==> config.mk <==
export PLATFORM = sky130hd
export DESIGN_NAME = fire_control
export DESIGN_NICKNAME = d
export VERILOG_FILES = /design/src/rtl/game_pkg.sv /design/src/rtl/key_edge.sv /design/src/rtl/fire_control.sv
export SDC_FILE = /design/constraint.sdc
export NUM_CORES = 1
export LEC_CHECK = 0
export BUFFER_PORTS_ARGS = -buffer_cell sky130_fd_sc_hd__buf_2
export CORE_AREA = 3 3 112 82
export DETAILED_ROUTE_END_ITERATION = 16
export DIE_AREA = 0 0 115 85
export GPL_TIMING_DRIVEN = 0
export PLACE_DENSITY = 0.55
export SLEW_MARGIN = 20
export SYNTH_ARGS = -nofsm -noshare
export SYNTH_HDL_FRONTEND = slang
export SYNTH_SLANG_ARGS = --single-unit
==> constraint.sdc <==
create_clock -name clk -period 5.1 [get_ports clk]
set_clock_uncertainty 0.05 [all_clocks]
set_input_delay 0.255 -clock clk [delete_from_list [all_inputs] [get_ports clk]]
set_output_delay 0.255 -clock clk [all_outputs]
set_load 0.01 [all_outputs]
==> src/rtl/game_pkg.sv <==
// Shared definitions for the artillery game blocks: key codes, turn states and
// the aim/power limits shared by fire_control, the bomb block and the tank block.
package game_pkg;

    localparam logic [7:0] KEY_NONE  = 8'h00;
    localparam logic [7:0] KEY_LEFT  = 8'h50;
    localparam logic [7:0] KEY_RIGHT = 8'h4F;
    localparam logic [7:0] KEY_SPACE = 8'h2C;

    localparam logic [3:0] ANGLE_MAX     = 4'd8;
    localparam logic [3:0] ANGLE_P1_INIT = 4'd6;
    localparam logic [3:0] ANGLE_P2_INIT = 4'd2;
    localparam logic [2:0] POWER_MAX     = 3'd7;

    typedef enum logic [2:0] {
        ST_AIM,
        ST_CHARGE,
        ST_LAUNCH,
        ST_FLIGHT,
        ST_SETTLE
    } state_t;

endpackage

==> src/rtl/key_edge.sv <==
// Turns the level-style HID keycode into one-cycle press events, so a held key
// produces exactly one event and switching directly between codes produces a new one.
module key_edge
    import game_pkg::*;
(
    input  logic       clk,
    input  logic       reset,
    input  logic [7:0] keycode,
    output logic       left_ev,
    output logic       right_ev,
    output logic       space_ev
);

    logic [7:0] prev_key;
    logic       key_new;

    // NOTE: registers are written with <= so every flop samples pre-edge values.
    always_ff @(posedge clk) begin
        if (reset) prev_key <= KEY_NONE;
        else       prev_key <= keycode;
    end

    assign key_new  = (keycode != prev_key);
    assign left_ev  = key_new && (keycode == KEY_LEFT);
    assign right_ev = key_new && (keycode == KEY_RIGHT);
    assign space_ev = key_new && (keycode == KEY_SPACE);

endmodule

==> src/rtl/fire_control.sv <==
// Turn sequencer for the two-player artillery game: aiming, power charging,
// launch handshake with the bomb block, flight supervision and the settle pause.
module fire_control
    import game_pkg::*;
#(
    parameter int CHARGE_FRAMES  = 8,
    parameter int SETTLE_FRAMES  = 30,
    parameter int FLIGHT_TIMEOUT = 255
) (
    input  logic       clk,
    input  logic       reset,
    input  logic       frame_tick,
    input  logic [7:0] keycode,
    input  logic [9:0] p1X,
    input  logic [9:0] p1Y,
    input  logic [9:0] p2X,
    input  logic [9:0] p2Y,
    input  logic       bomb_done,
    output logic       launch,
    output logic [9:0] launchX,
    output logic [9:0] launchY,
    output logic [3:0] angle,
    output logic [2:0] power,
    output logic       player,
    output logic       busy
);

    localparam int CW = $clog2(CHARGE_FRAMES + 1);
    localparam int FMAX = (FLIGHT_TIMEOUT > SETTLE_FRAMES) ? FLIGHT_TIMEOUT : SETTLE_FRAMES;
    localparam int FW = $clog2(FMAX + 1);

    logic left_ev, right_ev, space_ev;

    key_edge u_key_edge (
        .clk      (clk),
        .reset    (reset),
        .keycode  (keycode),
        .left_ev  (left_ev),
        .right_ev (right_ev),
        .space_ev (space_ev)
    );

    state_t        state_q, state_n;
    logic          player_q, player_n;
    logic [3:0]    angle_p1_q, angle_p1_n, angle_p2_q, angle_p2_n;
    logic [3:0]    angle_act, angle_new;
    logic [2:0]    power_q, power_n;
    logic [CW-1:0] tick_q, tick_n;
    logic [FW-1:0] frame_q, frame_n;
    logic          armed_q, armed_n;
    logic [9:0]    launch_x_q, launch_x_n, launch_y_q, launch_y_n;

    always_ff @(posedge clk) begin
        if (reset) begin
            state_q    <= ST_AIM;
            player_q   <= 1'b0;
            angle_p1_q <= ANGLE_P1_INIT;
            angle_p2_q <= ANGLE_P2_INIT;
            power_q    <= '0;
            tick_q     <= '0;
            frame_q    <= '0;
            armed_q    <= 1'b0;
            launch_x_q <= '0;
            launch_y_q <= '0;
        end else begin
            state_q    <= state_n;
            player_q   <= player_n;
            angle_p1_q <= angle_p1_n;
            angle_p2_q <= angle_p2_n;
            power_q    <= power_n;
            tick_q     <= tick_n;
            frame_q    <= frame_n;
            armed_q    <= armed_n;
            launch_x_q <= launch_x_n;
            launch_y_q <= launch_y_n;
        end
    end

    assign angle_act = player_q ? angle_p2_q : angle_p1_q;

    // NOTE: every signal assigned below gets a default first, so no path can infer a latch.
    always_comb begin
        state_n    = state_q;
        player_n   = player_q;
        angle_p1_n = angle_p1_q;
        angle_p2_n = angle_p2_q;
        angle_new  = angle_act;
        power_n    = power_q;
        tick_n     = tick_q;
        frame_n    = frame_q;
        armed_n    = armed_q;
        launch_x_n = launch_x_q;
        launch_y_n = launch_y_q;

        unique case (state_q)
            ST_AIM: begin
                if (space_ev) begin
                    power_n = '0;
                    tick_n  = '0;
                    state_n = ST_CHARGE;
                end else if (left_ev && angle_act != 4'd0) begin
                    angle_new = angle_act - 4'd1;
                end else if (right_ev && angle_act != ANGLE_MAX) begin
                    angle_new = angle_act + 4'd1;
                end
                if (player_q) angle_p2_n = angle_new;
                else          angle_p1_n = angle_new;
            end

            ST_CHARGE: begin
                // Any code other than SPACE, including a new arrow, counts as release.
                if (keycode != KEY_SPACE) begin
                    launch_x_n = player_q ? p2X : p1X;
                    launch_y_n = player_q ? p2Y : p1Y;
                    state_n    = ST_LAUNCH;
                end else if (frame_tick) begin
                    if (tick_q == CW'(CHARGE_FRAMES - 1)) begin
                        tick_n = '0;
                        if (power_q != POWER_MAX) power_n = power_q + 3'd1;
                    end else begin
                        tick_n = tick_q + CW'(1);
                    end
                end
            end

            ST_LAUNCH: begin
                if (frame_tick) begin
                    frame_n = '0;
                    armed_n = 1'b0;
                    state_n = ST_FLIGHT;
                end
            end

            ST_FLIGHT: begin
                if ((armed_q && bomb_done) ||
                    (frame_tick && frame_q == FW'(FLIGHT_TIMEOUT - 1))) begin
                    frame_n = '0;
                    state_n = ST_SETTLE;
                end else begin
                    if (!bomb_done) armed_n = 1'b1;
                    if (frame_tick) frame_n = frame_q + FW'(1);
                end
            end

            ST_SETTLE: begin
                if (frame_tick) begin
                    if (frame_q == FW'(SETTLE_FRAMES - 1)) begin
                        frame_n  = '0;
                        player_n = ~player_q;
                        state_n  = ST_AIM;
                    end else begin
                        frame_n = frame_q + FW'(1);
                    end
                end
            end

            default: state_n = ST_AIM;
        endcase
    end

    assign launch  = (state_q == ST_LAUNCH);
    assign busy    = (state_q != ST_AIM);
    assign launchX = launch_x_q;
    assign launchY = launch_y_q;
    assign angle   = angle_act;
    assign power   = power_q;
    assign player  = player_q;

endmodule
==> results by group <==
STA
  – Final Critical Period: between 2 and 3 ns
  – Final setup violation count: 0
  – Period utilization: between 40 and 50%
  – Setup ws final: between 2 and 3 ns
  – Max-slew violations: 0
  – Setup TNS: 0 ns
  – RSZ-0062 raised after global routing: no
  – F_max: 399.3 MHz
  – Worst slew pin tran: approximately 0.76 ns
  – Max_slew headroom: around half
  – Final Hold Fails: 0

Yosys
  – Syn Inst Count: approximately 320
  – Number of synthesized register bits: between 50 and 60
  – Synth Flop Type: dfxtp_1
  – Post-synth EDFFs: 0
  – FFs w/ async S/R, synth: 0%
  – Cell area after synthesis: around 2800 um^2
  – Seq/Total Area, Yosys: between 30% and 40%
  – Synth area leaders: dfxtp_1 39%, mux2i_1 7.7%, nor2_1 6.6%, xor2_1 5.9%, a211oi_1 5.8%
  – Syn. warnings: 0
  – Syn nets: between 300 and 400
  – Synth top area share: approximately 39%
  – Leading area contributor after synthesis: dfxtp_1
  – Yosys cell types: 49
  – Avg Cell Area, Syn: approximately 8.9 um^2

Finish
  – Nets@finish: ~470
  – Fill cell count: approximately 850
  – Share of cells above drive strength 1: 25.19%
  – Synth-to-Final Area Change: 24.17%
  – Post-route insts no fill: 510
  – Most frequent cells in the layout: 85 x buf_2, 56 x dfxtp_1, 50 x nor2_1
  – Storage element area: approximately 1100 um^2
  – Antenna Cells: 0
  – Multi-input logic area: 1619 um^2
  – Commonest non-fill, non-tap cell in the layout: buf_2

Floorplan
  – Chip height: approximately 85 um
  – Core Rows: 28
  – Core Area: 8268 um^2
  – Boundary Pins: 82
  – Die outline width: between 100 and 150 um
  – Die Area: 9775 um^2
  – Initial Util: roughly a third

Detailed routing
  – Avg WL per Cell: between 10 and 15 um
  – Drt via density: 4.900
  – 1st-iter DRT viols: between 150 and 200
  – Routed Antenna Nets: 0
  – DRT Pass-1 Iters: 5
  – Vias: about 2500
  – DRT Wirelength: 6.688 mm
  – Detailed-route DRC error count: 0

Placement
  – Dpl ws: around 2.6 ns
  – Port Buf Inserts: 80
  – Post-DP HPWL: slightly above 5 mm
  – Routability cong.: about 0.78
  – Placed cell count: 504

Setup path
  – Crit path max fanout: 10
  – Worst EP required: between 5 and 6 ns
  – Crit-path slowest cell: dfxtp_1
  – Crit path cell chain: buf_2, buf_6, mux2i_1, ha_1, nor4bb_1, and4bb_1, a22o_1, nand3_1, xor2_1, nand2b_1
  – CP peak stage delay: 0.32 ns
  – CP startpoint kind: register
  – Critical path class: reg2reg
  – Crit. End Element: register
  – Arr. time, crit path: around 2.6 ns

Power and ir drop
  – PwrDens: 353.3 nW/um^2
  – Max VDD drop: around 0.17 mV
  – Leak Pwr: roughly 1.4 nW

CTS
  – Post-CTS Setup Inserts: 0
  – Clock sinks: 56
  – Clk buf depth: 2
  – Hold_buf cts: 0
  – CTS root buf: clkbuf_16
  – # H-tree levels: 2
  – Number of CTS-inserted buffers: 5
  – CTS tree: yes
  – Worst skew pair latency: about 0.29 ns
  – Worst-path clk slew: about 0.07 ns
  – Post-CTS sizing: 0

Global route
  – First-pass GRT wire length: about 11 mm
  – Largest net degree at the start of global routing: 16
  – Total track usage: a little over an eighth
  – Antenna violations before repair: 0
  – Number of global-route vias before repair: ~2200
  – Total gr overflow: 0

Status
  – Status: complete, no violations

Flow run
  – Max Cap Violations: 0

Worst hold path
  – Worst hold path type: in2reg
-- layout make-up --
class	count	area share, %
clock inverters	1	0.8511
plain buffers	16	2.128
flip-flops and latches	56	31.77
well taps	105	3.723
repair buffers	80	11.35
multi-input cells	240	45.89
clock buffers	5	3.546
inverters	7	0.7447
-- flip-flops by register name, summed over array words and instances, names as in the netlist --
name                 cells
power                    3
tick_q                   4
angle_p1_q               4
player                   1
u_key_edge.prev_key      8
launchX                 10
armed_q                  1
frame_q                  8
angle_p2_q               4
launchY                 10
state_q                  3
-- stage by stage --
step | hold slack (ns) | power [mW] | util [%] | instance area, um^2
floorplan | 0.3332 | 0.7580 | - | 2841
global placement | 0.4071 | 0.8792 | 40.80 | 3373
detailed placement | 0.4192 | 0.8864 | 40.80 | 3373
CTS | 0.1812 | 1.262 | 42.68 | 3528
global route | 0.2007 | 1.333 | 42.68 | 3528
finish | 0.1830 | 1.247 | 42.68 | 3528
-- cells in the mapped netlist, drive strengths merged (4+ instances only) --
library cell,instances
a21oi,14
inv,7
a211oi,22
nand4,5
dfxtp,56
buf,6
nand2,12
xor2,19
nor4,5
and2,4
nor3,4
nor2b,10
nand3,10
ha,8
nand2b,8
o21ai,8
mux2i,22
clkbuf,10
nor2,50
-- power breakdown --
group          total, mW  switching (mW)  leakage (nW)  internal, mW
clock              0.373           0.146        0.0757         0.226
combinational      0.347           0.206         0.891         0.141
sequential         0.527          0.0314         0.454         0.495
total               1.25           0.384          1.42         0.863
-- kinds of logic (layout without fill, tap and decap cells) --
kind of cell	count (synthesis)	count (layout)	share of synthesized area, %
muxes	25	25	8.939
DFF	56	56	39.45
AOI/OAI and AO/OA	61	61	14.80
adders and majority gates	8	8	3.523
and+or+nand+nor	124	124	22.94
buffers and inverters	23	109	3.566
xor gates and xnor gates	22	22	6.781
-- critical path: cells and delay by family, from the launching register on --
family / cells / cell delay [ns]
AO/OA/AOI/OAI: 1 / 0.27
buffers and inverters: 2 / 0.34
flip-flops: 1 / 0.32
adder cells (fa/ha/maj): 1 / 0.25
XOR/XNOR: 1 / 0.16
AND/OR/NAND/NOR: 4 / 0.74
multiplexers: 1 / 0.25
-- final timing paths --
check | from | to | slack [ns] | depth (start not counted)
min | keycode[7] | u_key_edge.prev_key[7] | 0.18 | 2
max | player | angle_p1_q[2] | 2.60 | 10
min reg2reg | angle_p2_q[1] | angle_p2_q[1] | 0.43 | 2
max reg2reg | player | angle_p1_q[2] | 2.60 | 10
-- layer usage --
metal	track usage (%)	up-vias	wire length [um]
met2	19.54	58	2753
met1	21.07	1124	3500
met5	0	-	0
met3	3.279	7	396
met4	2.132	0	37
li1	-	1310	-
Note: power is estimated with default switching activity, not from simulation.
